[src/rtl/output_port_tracker_pkg.sv]
// -----------------------------------------------------------------------------
// output_port_tracker_pkg
// Shared NoC types for the transmit side of a router output port:
//   VC_NUM / VC_SIZE      : number of virtual channels and VC id width
//   flit_label_t          : HEAD, BODY, TAIL, HEADTAIL
//   flit_t                : packed flit {label, vc_id, payload}
//   downstream_vc_state_t : ownership state of one downstream input VC
//   multi_hot()           : true when more than one bit of a VC vector is set
// -----------------------------------------------------------------------------
package output_port_tracker_pkg;

   localparam int VC_NUM      = 2;
   localparam int VC_SIZE     = (VC_NUM > 1) ? $clog2(VC_NUM) : 1;
   localparam int FLIT_DATA_W = 16;

   typedef enum logic [1:0] {
      HEAD     = 2'd0,
      BODY     = 2'd1,
      TAIL     = 2'd2,
      HEADTAIL = 2'd3
   } flit_label_t;

   typedef struct packed {
      flit_label_t              flit_label;
      logic [VC_SIZE-1:0]       vc_id;
      logic [FLIT_DATA_W-1:0]   data;
   } flit_t;

   typedef enum logic [1:0] {
      IDLE         = 2'd0,
      RESERVED     = 2'd1,
      ACTIVE       = 2'd2,
      WAIT_RELEASE = 2'd3
   } downstream_vc_state_t;

   // Bit-serial scan instead of a popcount: the block is meant to be free of
   // arithmetic, and a VC vector is only a handful of bits wide.
   function automatic logic multi_hot(input logic [VC_NUM-1:0] vec);
      logic found;
      logic multi;
      found = 1'b0;
      multi = 1'b0;
      for (int i = 0; i < VC_NUM; i++) begin
         if (vec[i]) begin
            if (found) multi = 1'b1;
            found = 1'b1;
         end
      end
      return multi;
   endfunction

endpackage

[src/rtl/output_port_tracker_if.sv]
// -----------------------------------------------------------------------------
// output_port_tracker_if
// Bundle between crossbar/allocators/link and one output_port_tracker.
// Signal names keep the tracker's point of view (_i into it, _o out of it).
//   flit_i, valid_i          : crossbar flit and its valid (SA grant)
//   va_grant_i               : one-hot VC-allocator reservation of a downstream VC
//   on_off_i, allocatable_i  : downstream per-VC credit-less status
//   data_o, valid_flit_o     : link flit and valid
//   vc_allocatable_o         : downstream VCs free for VA
//   vc_ready_o               : downstream VCs the SA may send on
//   error_o                  : sticky per-VC protocol error
// Modports: master = environment side, slave = tracker side.
// -----------------------------------------------------------------------------
interface output_port_tracker_if;
   import output_port_tracker_pkg::*;

   flit_t               flit_i;
   logic                valid_i;
   logic [VC_NUM-1:0]   va_grant_i;
   logic [VC_NUM-1:0]   on_off_i;
   logic [VC_NUM-1:0]   allocatable_i;
   flit_t               data_o;
   logic                valid_flit_o;
   logic [VC_NUM-1:0]   vc_allocatable_o;
   logic [VC_NUM-1:0]   vc_ready_o;
   logic [VC_NUM-1:0]   error_o;

   modport master (
      output flit_i, valid_i, va_grant_i, on_off_i, allocatable_i,
      input  data_o, valid_flit_o, vc_allocatable_o, vc_ready_o, error_o
   );

   modport slave (
      input  flit_i, valid_i, va_grant_i, on_off_i, allocatable_i,
      output data_o, valid_flit_o, vc_allocatable_o, vc_ready_o, error_o
   );

endinterface

[src/rtl/output_port_tracker_downstream_vc_tracker.sv]
// -----------------------------------------------------------------------------
// downstream_vc_tracker
// Ownership tracker for one downstream input VC.
//   clk, rst     : clock, synchronous active-high reset
//   grant        : VA reserved this VC this cycle
//   grant_multi  : the VA grant vector this cycle was not one-hot
//   flit_hit     : a valid flit addressed to this VC is on the crossbar
//   label        : label of that flit
//   on_off       : raw downstream on/off for this VC
//   allocatable  : raw downstream allocatable for this VC
//   free         : VC is IDLE, offered to the VC allocator
//   ready        : VC is RESERVED/ACTIVE and downstream is on
//   error        : sticky protocol error
// -----------------------------------------------------------------------------
module downstream_vc_tracker
   import output_port_tracker_pkg::*;
#(
   parameter int ON_OFF_STAGES = 1
) (
   input  logic        clk,
   input  logic        rst,
   input  logic        grant,
   input  logic        grant_multi,
   input  logic        flit_hit,
   input  flit_label_t label,
   input  logic        on_off,
   input  logic        allocatable,
   output logic        free,
   output logic        ready,
   output logic        error
);

   downstream_vc_state_t           state_q;
   downstream_vc_state_t           state_d;
   logic                           seen_low_q;
   logic                           seen_low_d;
   logic                           error_q;
   logic [ON_OFF_STAGES-1:0]       on_sync_q;
   logic                           on_q;
   logic                           grant_ok;
   logic                           flit_ok;
   logic                           err_now;
   logic                           is_head;
   logic                           is_cont;

   assign on_q    = on_sync_q[ON_OFF_STAGES-1];
   assign is_head = (label == HEAD) || (label == HEADTAIL);
   assign is_cont = (label == BODY) || (label == TAIL);

   // A grant is only legal into an IDLE VC and only as part of a one-hot
   // grant vector; a flit is only legal when its label fits the packet phase
   // and the downstream VC was last seen on.
   assign grant_ok = grant && !grant_multi && (state_q == IDLE);
   assign flit_ok  = flit_hit && on_q &&
                     (((state_q == RESERVED) && is_head) ||
                      ((state_q == ACTIVE)   && is_cont));
   assign err_now  = (grant && !grant_ok) || (flit_hit && !flit_ok);

   always_comb begin
      state_d = state_q;
      unique case (state_q)
         IDLE: begin
            if (grant_ok) state_d = RESERVED;
         end
         RESERVED: begin
            if (flit_ok) state_d = (label == HEADTAIL) ? WAIT_RELEASE : ACTIVE;
         end
         ACTIVE: begin
            if (flit_ok && (label == TAIL)) state_d = WAIT_RELEASE;
         end
         WAIT_RELEASE: begin
            // Release needs proof the downstream VC went busy at some point,
            // otherwise a stale "allocatable" could hand it out twice.
            if (seen_low_q && allocatable) state_d = IDLE;
         end
         default: state_d = IDLE;
      endcase
   end

   always_comb begin
      seen_low_d = seen_low_q;
      if (state_d == IDLE)
         seen_low_d = 1'b0;
      else if ((state_q != IDLE) && !allocatable)
         seen_low_d = 1'b1;
   end

   // ---- stage p1: state, seen_low, error and on/off sync registers ----
   always_ff @(posedge clk) begin
      if (rst) begin
         state_q    <= IDLE;
         seen_low_q <= 1'b0;
         error_q    <= 1'b0;
         on_sync_q  <= '0;
      end else begin
         state_q      <= state_d;
         seen_low_q   <= seen_low_d;
         error_q      <= error_q | err_now;
         on_sync_q[0] <= on_off;
         for (int i = 1; i < ON_OFF_STAGES; i++) begin
            on_sync_q[i] <= on_sync_q[i-1];
         end
      end
   end

   assign free  = (state_q == IDLE);
   assign ready = ((state_q == RESERVED) || (state_q == ACTIVE)) && on_q;
   assign error = error_q;

endmodule

[src/rtl/output_port_tracker.sv]
// -----------------------------------------------------------------------------
// output_port_tracker
// Transmit side of one router output port: registers the crossbar flit onto
// the link, tracks ownership of each downstream input VC and flags link
// protocol violations. The link is never stalled; erroneous flits still go out.
//   clk   : clock (single domain)
//   rst   : synchronous active-high reset
//   link  : output_port_tracker_if.slave bundle (see interface header)
// Parameters:
//   OUT_REG       : 1 = flit/valid registered onto link, 0 = pass-through
//   ON_OFF_STAGES : sync stages on the downstream on/off inputs (1..2)
// -----------------------------------------------------------------------------
module output_port_tracker
   import output_port_tracker_pkg::*;
#(
   parameter int OUT_REG       = 1,
   parameter int ON_OFF_STAGES = 1
) (
   input  logic                   clk,
   input  logic                   rst,
   output_port_tracker_if.slave   link
);

   logic [VC_NUM-1:0] flit_hit;
   logic [VC_NUM-1:0] free_w;
   logic [VC_NUM-1:0] ready_w;
   logic [VC_NUM-1:0] error_w;
   logic              grant_multi;

   assign grant_multi = multi_hot(link.va_grant_i);

   // ---- stage p1: link register ----
   generate
      if (OUT_REG != 0) begin : g_out_reg
         flit_t data_p1;
         logic  vld_p1;

         always_ff @(posedge clk) begin
            if (rst) begin
               data_p1 <= '0;
               vld_p1  <= 1'b0;
            end else begin
               vld_p1 <= link.valid_i;
               // Payload holds across idle cycles; only the valid drops.
               if (link.valid_i) data_p1 <= link.flit_i;
            end
         end

         assign link.data_o       = data_p1;
         assign link.valid_flit_o = vld_p1;
      end else begin : g_out_comb
         assign link.data_o       = link.flit_i;
         assign link.valid_flit_o = link.valid_i;
      end
   endgenerate

   generate
      for (genvar v = 0; v < VC_NUM; v++) begin : g_vc
         assign flit_hit[v] = link.valid_i && (link.flit_i.vc_id == VC_SIZE'(v));

         downstream_vc_tracker #(
            .ON_OFF_STAGES (ON_OFF_STAGES)
         ) u_tracker (
            .clk         (clk),
            .rst         (rst),
            .grant       (link.va_grant_i[v]),
            .grant_multi (grant_multi),
            .flit_hit    (flit_hit[v]),
            .label       (link.flit_i.flit_label),
            .on_off      (link.on_off_i[v]),
            .allocatable (link.allocatable_i[v]),
            .free        (free_w[v]),
            .ready       (ready_w[v]),
            .error       (error_w[v])
         );
      end
   endgenerate

   assign link.vc_allocatable_o = free_w;
   assign link.vc_ready_o       = ready_w;
   assign link.error_o          = error_w;

endmodule

[src/flat_wrapper.sv]
// flat-port wrapper written by rule: the top's interface ports become plain ports
module output_port_tracker_flat import output_port_tracker_pkg::*;
#(
   parameter int OUT_REG       = 1,
   parameter int ON_OFF_STAGES = 1
)
  (clk, rst, link_flit_i, link_valid_i, link_va_grant_i, link_on_off_i, link_allocatable_i, link_data_o, link_valid_flit_o, link_vc_allocatable_o, link_vc_ready_o, link_error_o);
  output_port_tracker_if link_i ();
  input  logic clk;
  input  logic rst;
  input wire logic [$bits(link_i.flit_i)-1:0] link_flit_i;
  input wire logic [$bits(link_i.valid_i)-1:0] link_valid_i;
  input wire logic [$bits(link_i.va_grant_i)-1:0] link_va_grant_i;
  input wire logic [$bits(link_i.on_off_i)-1:0] link_on_off_i;
  input wire logic [$bits(link_i.allocatable_i)-1:0] link_allocatable_i;
  output wire logic [$bits(link_i.data_o)-1:0] link_data_o;
  output wire logic [$bits(link_i.valid_flit_o)-1:0] link_valid_flit_o;
  output wire logic [$bits(link_i.vc_allocatable_o)-1:0] link_vc_allocatable_o;
  output wire logic [$bits(link_i.vc_ready_o)-1:0] link_vc_ready_o;
  output wire logic [$bits(link_i.error_o)-1:0] link_error_o;
  assign link_i.flit_i = link_flit_i;
  assign link_i.valid_i = link_valid_i;
  assign link_i.va_grant_i = link_va_grant_i;
  assign link_i.on_off_i = link_on_off_i;
  assign link_i.allocatable_i = link_allocatable_i;
  assign link_data_o = link_i.data_o;
  assign link_valid_flit_o = link_i.valid_flit_o;
  assign link_vc_allocatable_o = link_i.vc_allocatable_o;
  assign link_vc_ready_o = link_i.vc_ready_o;
  assign link_error_o = link_i.error_o;
  output_port_tracker #(.OUT_REG(OUT_REG), .ON_OFF_STAGES(ON_OFF_STAGES)) u_core (.clk(clk), .rst(rst), .link(link_i));
endmodule
[config.mk]
export PLATFORM = sky130hd
export DESIGN_NAME = output_port_tracker_flat
export DESIGN_NICKNAME = d
export VERILOG_FILES = /design/src/rtl/output_port_tracker_pkg.sv /design/src/rtl/output_port_tracker_if.sv /design/src/rtl/output_port_tracker_downstream_vc_tracker.sv /design/src/rtl/output_port_tracker.sv /design/src/flat_wrapper.sv
export SDC_FILE = /design/constraint.sdc
export NUM_CORES = 1
export LEC_CHECK = 0
export ABC_AREA = 1
export CELL_PAD_IN_SITES_DETAIL_PLACEMENT = 1
export CELL_PAD_IN_SITES_GLOBAL_PLACEMENT = 1
export CORE_MARGIN = 2
export CORE_UTILIZATION = 31
export DETAILED_ROUTE_END_ITERATION = 12
export PLACE_DENSITY = 0.86
export SYNTH_ARGS = -nofsm -noshare
export SYNTH_HDL_FRONTEND = slang
export SYNTH_HIERARCHICAL = 1
export SYNTH_SLANG_ARGS = --single-unit
[constraint.sdc]
create_clock -name clk -period 1.4 [get_ports clk]
set_input_delay 0.14 -clock clk [delete_from_list [all_inputs] [get_ports clk]]
set_output_delay 0.14 -clock clk [all_outputs]
set_load 0.05 [all_outputs]
== After elaboration in Yosys (flattened, before gate mapping) ==
Cells that the tools add are included.

* Bits in latches: 0
* Word-level logic and storage cells: 88
* Input bits: 28
* Memory bits (writable): 0
* Register bits: 30
* Memories: 0
* Bits in read-only memories: 0

* Divide/modulo/power cells: 0
* $add $sub $neg: 0
* Shift operators: 0
* Bitwise gates (word level): 3
* Multiply operators: 0
* Multiplexer cells: 14
* $lt $le $gt $ge: 0
* Reductions and logical operators: 50
* Equality and inequality tests: 9

{| class="wikitable"
|+ Operators by type and width
! kind !! count
|-
| 1-bit logical AND || 26
|-
| 2-bit 2-to-1 mux || 8
|-
| 2-bit case mux with 4 select lines || 2
|-
| 2-bit == test, second input constant || 6
|-
| 2-bit zero test || 5
|-
| 1-bit logical OR || 8
|-
| 1-bit zero test || 7
|-
| 2-bit by 1-bit == test with 1-bit output, second input constant || 3
|-
| 1-bit 2-to-1 mux || 4
|-
| 2-bit nonzero test || 2
|-
| 2-bit OR reduction || 2
|-
| 1-bit OR || 2
|-
| 1-bit NOT || 1
|}

== Longest topological paths before layout ==
Gate-level depths: netlist (run 1).

* Depth after elaboration: 10
* Gate-level depth with buffers: 11
* Depth with buffers taken out: 11

== By module ==
Netlist (run 1), hierarchy kept.

{| class="wikitable"
|+ By module, submodules not included
! module !! cells each !! instances !! area each (µm²) !! sequential area each (µm²)
|-
| output_port_tracker || 128 || 1 || 839.6 || 400.4
|-
| downstream_vc_tracker || 61 || 2 || 384.1 || 100.1
|}

== Worst setup path after synthesis (run 1) ==
No wires, ideal clock.

* Kind: register -> register
* Start: reg u_core.g_vc[0].u_tracker.state_q[1]
* End: reg u_core.g_vc[0].u_tracker.seen_low_q
* Data arrival time: 1.527 ns
* Slack: -0.193 ns
* Stages on the path, launching flop included: 11
* Library setup time: 0.066 ns
* Buffers on the path: 0
* Path through: dfxtp_1 > inv_1 > ha_1 > inv_2 > nor2_2 > nand2_2 > o21ai_1 > nor2_1 > nand2_1 > nand2_2 > a21oi_2

{| class="wikitable"
|+ RTL lines
! element !! line !! source
|-
| from (decl) || output_port_tracker_downstream_vc_tracker.sv:33 || <nowiki>downstream_vc_state_t state_q;</nowiki>
|-
| from (signal assigned) || output_port_tracker_downstream_vc_tracker.sv:96 || <nowiki>state_q <= state_d;</nowiki>
|-
| 2-bit zero test (*) || -- ||
|-
| via link_vc_allocatable_o[0] || flat_wrapper.sv:18 || <nowiki>output wire logic [$bits(link_i.vc_allocatable_o)-1:0] link_vc_allocatable_o;</nowiki>
|-
| 1-bit logical AND || output_port_tracker_downstream_vc_tracker.sv:53 || <nowiki>assign grant_ok = grant && !grant_multi && (state_q == IDLE);</nowiki>
|-
| 2-bit 2-to-1 mux || output_port_tracker_downstream_vc_tracker.sv:63 || <nowiki>if (grant_ok) state_d = RESERVED;</nowiki>
|-
| 2-bit case mux with 4 select lines (*) || output_port_tracker_downstream_vc_tracker.sv:61 || <nowiki>unique case (state_q)</nowiki>
|-
| 2-bit zero test (*) || output_port_tracker_downstream_vc_tracker.sv:82 || <nowiki>if (state_d == IDLE)</nowiki>
|-
| 2-bit OR reduction (no source line) (*) || -- ||
|-
| to (signal assigned) || output_port_tracker_downstream_vc_tracker.sv:97 || <nowiki>seen_low_q <= seen_low_d;</nowiki>
|-
| to (decl) || output_port_tracker_downstream_vc_tracker.sv:35 || <nowiki>logic seen_low_q;</nowiki>
|}

The timed path passes the listed nets; every way through them passes the cells marked *.
A chain may end at the register's enable or synchronous reset.

== Worst setup path after layout (run 1) ==
* Start: reg u_core.g_vc[0].u_tracker.state_q[1]
* End: out link_vc_ready_o[0]

* Word-level cells in the longest chain between the ends: 3

{| class="wikitable"
|+ RTL lines
! element !! line !! source
|-
| 2-bit by 1-bit == test with 1-bit output or 2-bit == test (tied branches) || output_port_tracker_downstream_vc_tracker.sv:107 || <nowiki>assign ready = ((state_q == RESERVED) || (state_q == ACTIVE)) && on_q;</nowiki>
|-
| 1-bit logical OR (*) || output_port_tracker_downstream_vc_tracker.sv:107 ||
|-
| 1-bit logical AND (*) || output_port_tracker_downstream_vc_tracker.sv:107 ||
|-
| to (decl) || flat_wrapper.sv:19 || <nowiki>output wire logic [$bits(link_i.vc_ready_o)-1:0] link_vc_ready_o;</nowiki>
|}

Mark *: on every way between the ends. The rest lies on a longest branch, timed or not.

==> results of run 1 <==
-- metal layers --
layer / routed length (µm) / track usage, % / up-vias
met5: 0 / 0 / -
met4: 55 / 5.455 / 0
met3: 269 / 4.739 / 7
met2: 1940 / 26.61 / 36
met1: 1703 / 15.47 / 705
li1: - / - / 858
-- cell families (layout without fill, tap and decap cells) --
group / count (synthesis) / count (layout) / synth area share, %
adder cells (fa/ha/maj): 12 / 12 / 9.338
buffers and inverters: 51 / 118 / 14.01
flip-flops: 30 / 30 / 37.35
AO/OA/AOI/OAI: 14 / 14 / 4.825
AND/OR/NAND/NOR: 143 / 143 / 34.47
-- state kept, by name, summed over array words and instances, names as in the netlist --
signal	cells
u_core/g_vc.u_tracker/seen_low_q	2
u_core/g_vc.u_tracker/error	2
u_core/link.valid_flit_o	1
u_core/link.data_o	19
u_core/g_vc.u_tracker/state_q	4
u_core/g_vc.u_tracker/on_q	2
-- synth_stat cells (all sizes together) --
cell / n / share of area (%)
a21oi: 10 / 3.6
buf: 5 / 3.3
dfxtp: 30 / 37
ha: 12 / 9.3
inv: 46 / 11
nand2: 86 / 21
nor2: 55 / 13
nor3: 2 / 0.62
o21ai: 4 / 1.2
-- power breakdown --
group	internal, W	switching [W]	leakage, nW
Combinational	0.000765	0.00102	1.02
Sequential	0.000991	0.000106	0.251
Clock	0.000396	0.000323	0.0482
-- area by class of cell --
class	count	share of cell area, %
Tap cell	70	3.566
Clock inverter	1	0.2038
Clock buffer	7	3.515
Sequential cell	30	24.86
Inverter	46	7.336
Timing Repair Buffer	64	25.42
Multi-Input combinational cell	169	35.10
-- repair_timing --
| item | 4_1_cts | 5_1_grt |
|---|---|---|
| setup endpoints to repair | 7 | 8 |
| cloned | 0 | 0 |
| pin swaps | 0 | 2 |
| resized for setup | 7 | 19 |
-- through the flow --
step                total power (W)  std cells  area [µm²]
floorplan                  0.002187        250        1633
global placement           0.002744        379        2291
detailed placement         0.002780        379        2291
CTS                        0.003537        387        2396
global route               0.003862        387        2456
finish                     0.003606        387        2456
-- worst min-delay path: cells and delay by family --
family | cells | cell delay (ns)
buffers and inverters | 2 | 0.45
and+or+nand+nor | 1 | 0.03
-- worst max path at each step --
stage | to | slack, ns | start | cells after the start
2_1_floorplan | u_core/g_vc[0].u_tracker/seen_low_q$_SDFFE_PP0P_ | 0.11 | u_core/g_vc[0].u_tracker/state_q[1]$_SDFF_PP0_ | 10
3_3_place_gp | u_core/g_vc[0].u_tracker/seen_low_q$_SDFFE_PP0P_ | -0.24 | link_flit_i[17] | 12
3_5_place_dp | u_core/g_vc[0].u_tracker/seen_low_q$_SDFFE_PP0P_ | -0.34 | link_flit_i[17] | 12
4_1_cts | link_vc_ready_o[0] | 0.003 | u_core/g_vc[0].u_tracker/state_q[1]$_SDFF_PP0_ | 5
5_1_grt | u_core/g_vc[0].u_tracker/seen_low_q$_SDFFE_PP0P_ | -0.02 | u_core/g_vc[0].u_tracker/state_q[0]$_SDFF_PP0_ | 10
6_report | link_vc_ready_o[0] | 0.05 | u_core/g_vc[0].u_tracker/state_q[1]$_SDFF_PP0_ | 5
==> impl_summary.md, run 1 <==
Synthesis
The number of distinct library cells after synthesis is 15. The mapped netlist covers 1608 µm². The number of synthesized register bits is 30.

The count of synthesis-stage warnings from yosys is 6. The gate count of the mapped netlist is 250. For this run, the register share of the synthesized area comes to 37.35%.

Synthesis produced a netlist with a net count of 290. Averaged over all synthesized cells, the footprint is 6.431 µm².

STA
The relative slew slack is 76.61%. Setup violations remaining at the end of the flow were counted as 0. The ratio of final minimum period to clock period is a little over nine tenths. The hold violation total from the final report is 0. The count of pins over their slew limit is 0. The worst-margin pin slew is 0.3508 ns. Once routing completed, OpenROAD measured the worst setup slack at 0.05393 ns. For this run, the top clock speed supported by timing is between 700 and 800 MHz. The smallest clock period supported by the final layout is computed as 1.346 ns. For the final routed database, the setup TNS stands at 0 ns. For the final database, setup skew stands at 0.0006291 ns. The worst hold margin is 0.3868 ns.

Critical path
Traced cell by cell, the critical path runs through inv_6 > ha_4 > nand2_2 > inv_2 > buf_12. The element type at the critical path end is a primary output. In this run the critical register-to-register path is captured at u_core/g_vc[0].u_tracker/seen_low_q$_SDFFE_PP0P_. The critical-path maximum fanout is 4. STA puts the critical path data required time at 1.26 ns. On the critical path the largest part of the delay comes from flip-flops.

The delay of the slowest cell on the worst path is about 0.39 ns. The slack of the worst reg-to-reg path is approximately 0.090 ns. The critical path in this run is classified as flip-flop to primary output.

The worst reg2reg path depth is 10. The cell with the largest stage delay on the worst path is sky130_fd_sc_hd__dfxtp_4. The worst register-to-register path begins at u_core/g_vc[0].u_tracker/state_q[0]$_SDFF_PP0_. The worst setup path is launched from a flip-flop. For the worst setup path, the data arrival time is 1.21 ns.

The critical path contains buffers and inverters numbering 3 combined.

Placed design
The HPWL reported at the end of detailed placement is 3101 µm. At the end of routability-driven placement, the weighted congestion stood at 0.7114. The number of port buffers is between 50 and 60. At the placement stage, the worst setup path has a slack of -0.3396 ns.

Power and ir drop
The static leakage power is 1.315 nW. The worst IR drop on VDD is 0.0005599 V. Dividing total power by cell area gives a power density of roughly 1500 nW/µm².

Floorplanning
From bottom edge to top edge, the die measures 76.02 µm. In this run the horizontal extent of the chip is 76.02 µm. For this configuration, the core starts out at a cell density of about a third.

The floorplan step defined a die boundary enclosing a little under 6000 µm². The placeable core region is 5042 µm². The I/O pin total is 54. The floorplan has 26 rows.

GRT
The global-route total usage across every layer is about 15%. The via count of the first global-routing pass is 1677. The initial antenna violation count came to 0. The pin count of the biggest net entering global routing is 39.

The first global-routing pass estimated 6975 µm of wire. For this run the aggregate overflow at the end of global routing stands at 0.

Clocking
In this run, post-CTS hold repair placed 0 buffers. TritonCTS built the clock tree. The number of clock buffers added by TritonCTS is 5.

The cell chosen for the clock root is sky130_fd_sc_hd__clkbuf_8. The post-CTS repair timing setup buffer count is 0. In this run the deepest clock path goes through 2 buffers. Clock-pin slew was measured on the worst setup and hold paths at 0.07 ns.

The clock latency of the later-clocked register in the worst-skew pair is 0.27 ns. The clock drives 30 sinks. The deepest level of the CTS H-tree is 2.

Final layout
The layout filler cell count is 657. In the final layout, the share of cells above drive strength 1 is a little under a quarter. After the last flow step, the layout net total stands at 356. The multi-input combinational cells in the finished layout cover a total of 862.1 µm². The area growth from synthesis to layout is 52.76%. The count of antenna diodes in the layout is 0.

Registers take a little over 600 µm². Leaving out fill and tap cells, the most frequent cell in the layout is sky130_fd_sc_hd__nand2_1. The final cell utilization of the core is around half. In the layout the commonest cells are sky130_fd_sc_hd__nand2_1 (81), sky130_fd_sc_hd__nor2_1 (53), sky130_fd_sc_hd__inv_1 (37).

Route
After detailed routing, the number of vias per cell comes to 4.150. The detailed router finished its first iteration with 15 violations. In the routed design, unresolved DRC markers number 0. The final route contains 1606 vias. The total length of routed wires is approximately 4000 µm.

The average wire per standard cell is ~10 µm. The remaining number of nets flagged by the antenna check after routing is 0. The first detailed-routing pass ran for 3 iterations.

Min path
Along the worst hold path, the cell count comes to 3. The startpoint identified for the worst hold timing path is link_on_off_i[0]. The worst hold path terminates at u_core/g_vc[0].u_tracker/on_q$_SDFF_PP0_. The path class of the lowest-slack min-delay path is primary input to flip-flop.

Status
The run finished with clean final reports.

Run
The max-cap check violation count is 0.
Power figures use the tool's default switching activity.
==> run 2: changes to the inputs <==
--- a/config.mk
+++ b/config.mk
@@ -6,6 +6,7 @@
 export NUM_CORES = 1
 export LEC_CHECK = 0
 export ABC_AREA = 1
+export CAP_MARGIN = 0
 export CELL_PAD_IN_SITES_DETAIL_PLACEMENT = 1
 export CELL_PAD_IN_SITES_GLOBAL_PLACEMENT = 1
 export CORE_MARGIN = 2
==> results of run 2 <==
Final layout, timing and power as in run 1 (identical DEF).
==> run 3: changes to the inputs <==
--- a/config.mk
+++ b/config.mk
@@ -12,7 +12,7 @@
 export CORE_MARGIN = 2
 export CORE_UTILIZATION = 31
 export DETAILED_ROUTE_END_ITERATION = 12
-export PLACE_DENSITY = 0.86
+export PLACE_DENSITY_LB_ADDON = 0.1
 export SYNTH_ARGS = -nofsm -noshare
 export SYNTH_HDL_FRONTEND = slang
 export SYNTH_HIERARCHICAL = 1
==> run 3 against run 2 <==
- sequential cell count unchanged
- clock-buffer cell count unchanged
- sequential share of layout area decreased by 0.82 points
- via count increased by 2.4%
- utilization increased by 1.7 points
- clock power about the same
- non-clock buffer count increased by 9
- worst setup slack improved by 0.0017 ns
- wire length increased by 5.8%
- highest routed layer unchanged
==> impl_summary.md, run 3 (same netlist as run 1, synthesis figures left out) <==
Status
The run finished with clean final reports.

Clocking
The maximum buffer depth of the clock tree came to 2 (unchanged). The post-cts hold buffer count is 0 (unchanged). The number of sinks on the clock net is 30 (unchanged).

The deepest level of the CTS H-tree is 2 (unchanged). The clock latency of the later-clocked register in the worst-skew pair came to 0.27 ns (about the same). The clock tree from TritonCTS is yes. The TritonCTS buffer count is 5 (unchanged). Clock tree synthesis selected as its root buffer the cell sky130_fd_sc_hd__clkbuf_8.

The clock-pin slew on the worst setup and hold paths came to 0.07 ns (about the same).

Placed design
The count of placed standard cells including taps is 383 (+1.1%). The placed instance area is 2346 µm² (+2.4%). The HPWL reported at the end of detailed placement came to 3160 µm (+1.9%). The number of port buffers is 53 (unchanged). The final estimated routing congestion in global placement is 0.7648 (+7.5%).

Critical path
The worst reg2reg path depth is 10 (unchanged). The startpoint of the worst register-to-register path is u_core/g_vc[0].u_tracker/state_q[0]$_SDFF_PP0_. The critical-path maximum fanout is 4 (unchanged). The element type at the critical path end is a primary output. The critical path in this run is classified as flip-flop to primary output. The arrival time reported for the critical path endpoint is 1.20 ns (about the same). The data required time at the worst endpoint is 1.26 ns (about the same). The worst setup path is launched from a flip-flop. The worst register-to-register path ends at u_core/g_vc[0].u_tracker/seen_low_q$_SDFFE_PP0P_. The slack of the worst reg-to-reg path is 0.11 ns (+0.02 ns).

STA
The hold violation total from the final report came to 0 (unchanged). The count of pins over their slew limit was 0 (unchanged). The sum of negative setup slack is 0 ns (unchanged).

The relative slew slack is 75.98% (-0.63 points). Setup repair after global routing could not meet its margin everywhere. The clock period minus final worst setup slack was 1.344 ns (-0.001710 ns).

The final setup violation count is 0 (unchanged). The highest achievable clock rate is 743.9 MHz (+0.13%). The ratio of final minimum period to clock period is 96.03% (-0.12 points).

The worst hold margin is 0.3918 ns (+0.004951 ns). The worst clock skew on the final layout is 0.0006930 ns (+0.00006386 ns). The worst-margin pin slew was 0.3603 ns (+0.009487 ns).

Route
The total length of routed wires came to 4201 µm (+5.8%). The average wire per standard cell was 10.61 µm (+3.4%). The detailed router's first-iteration violation count is 22 (+7). The DRC violation count after routing is 0 (unchanged). The remaining number of nets flagged by the antenna check after routing is 0 (unchanged).

The detail-routed via count per cell is 4.154 (+0.10%). The iteration count of the initial detailed-routing pass is 4 (+1). The total vias in the final route is 1645 (+2.4%).

Power and ir drop
The static leakage power is 1.365 nW (+3.8%). The worst IR drop on VDD is 0.0007283 V (+30%). The power density relative to cell area is 1483 nW/µm² (+0.97%). The sequential share of power was 28.8% (-1.6 points). The overall power of the completed layout is 0.003766 W (+4.4%). The share of total power consumed by net switching is 39.79% (-0.53 points). The reported net switching power is 0.001498 W (+3.0%).

The combinational group share of total power came to 52.1% (+2.5 points). The internal power consumption is 0.002267 W (+5.3%). The proportion of power drawn by the clock network is 19.1% (-0.8 points).

Run
The max-cap check violation count came to 0 (unchanged).

Final layout
The share of layout cells above drive strength 1 was 25.77% (+2.7 points). The most common cell after layout, fill and taps aside is sky130_fd_sc_hd__nand2_1. The final cell area excluding filler cells is 2540 µm² (+3.4%). The flip-flop count of the largest register, all copies and words added is 19 (unchanged).

The non-filler instance count after layout is 396 (+2.3%). The area growth from synthesis to layout is 57.98%. In the layout the commonest cells are sky130_fd_sc_hd__nand2_1 (79), sky130_fd_sc_hd__nor2_1 (53), sky130_fd_sc_hd__buf_4 (38).

The total number of nets in the final design is 365 (+2.5%). The count of antenna diodes in the layout came to 0 (unchanged).

Floorplanning
The placeable core region came to 5042 µm² (unchanged). The effective utilization at floorplan is 31.89% (unchanged). The I/O pin total is 54 (unchanged).

The area of the die is 5778 µm² (unchanged). The die extent in y came to 76.02 µm (unchanged). The floorplan row count was 26 (unchanged). The die width is 76.02 µm (unchanged).

GRT
The global-route total usage across every layer is 15.37% (+0.86 points). The via count of the first global-routing pass is 1700 (+1.4%). The first-pass GRT wire length came to 7300 µm (+4.7%).

The final global-route overflow total is 0 (unchanged). The initial antenna violation count is 0 (unchanged). The pin count of the biggest net entering global routing is 39 (unchanged).

Min path
The destination of the worst hold path is u_core/g_vc[1].u_tracker/on_q$_SDFF_PP0_. The hold path startpoint is link_on_off_i[1]. The number of stages on the worst hold path is 3 (unchanged). The path class of the tightest hold or removal check is primary input to flip-flop.
run 3: cell count changes in the layout (fill, tap and decap cells not counted), sizes merged:
cell  before  now
buf       37   46
run 3: final cells by class:
type | instances | area, µm²
well taps | 70 | 87.58
clock inverters | 1 | 5.005
clock buffers | 7 | 86.33
flip-flops and latches | 30 | 610.6
inverters | 46 | 175.2
multi-input cells | 169 | 858.3
fillers | 649 | 2502
repair buffers | 73 | 716.9
run 3: layer usage:
metal | vias to the layer above | GRT usage, % | routed length [µm]
met5 | - | 0 | 0
met4 | 0 | 5.455 | 52
met3 | 4 | 4.265 | 220
met2 | 30 | 26.96 | 2107
met1 | 735 | 17.98 | 1820
li1 | 876 | - | -
run 3: stage by stage:
stage | util, % | setup slack [ns]
after global routing | 50.37 | -0.03157
after detailed placement | 46.53 | -0.3462
after floorplan | - | 0.1053
final | 50.37 | 0.05564
after CTS | 48.61 | 0.001158
after global placement | 46.53 | -0.2846
run 3: worst max-delay path by stage:
| stage | cells past startpoint | start | slack, ns | end |
|---|---|---|---|---|
| global route | 9 | u_core/g_vc[0].u_tracker/state_q[1]$_SDFF_PP0_ | -0.03 | u_core/g_vc[0].u_tracker/seen_low_q$_SDFFE_PP0P_ |
| global placement | 12 | link_flit_i[17] | -0.28 | u_core/g_vc[0].u_tracker/seen_low_q$_SDFFE_PP0P_ |
| floorplan | 10 | u_core/g_vc[0].u_tracker/state_q[1]$_SDFF_PP0_ | 0.11 | u_core/g_vc[0].u_tracker/seen_low_q$_SDFFE_PP0P_ |
| CTS | 5 | u_core/g_vc[1].u_tracker/state_q[0]$_SDFF_PP0_ | 0.001 | link_vc_ready_o[1] |
| finish | 5 | u_core/g_vc[0].u_tracker/state_q[1]$_SDFF_PP0_ | 0.06 | link_vc_ready_o[0] |
| detailed placement | 12 | link_flit_i[17] | -0.35 | u_core/g_vc[1].u_tracker/seen_low_q$_SDFFE_PP0P_ |
run 3: power by group through the flow:
stage          combinational [W]  sequential [W]  clock, W
3_3_place_gp             0.00173         0.00106         0
2_1_floorplan           0.000971         0.00122         0
6_report                 0.00196         0.00108  0.000720
4_1_cts                  0.00179         0.00106  0.000756
3_5_place_dp             0.00175         0.00107         0
5_1_grt                  0.00217         0.00110  0.000779
run 3: critical path: stages, from the launching register on:
cell and delay [ns]:
sky130_fd_sc_hd__dfxtp_4 0.38, sky130_fd_sc_hd__inv_4 0.05, sky130_fd_sc_hd__ha_4 0.25, sky130_fd_sc_hd__nand2_2 0.04, sky130_fd_sc_hd__inv_2 0.07, sky130_fd_sc_hd__buf_12 0.13
run 3: repair_timing:
action | CTS | global route
setup endpoints to repair | 8 | 9
resized for setup | 9 | 18
setup buffers | 1 | 4
pin swaps | 0 | 2
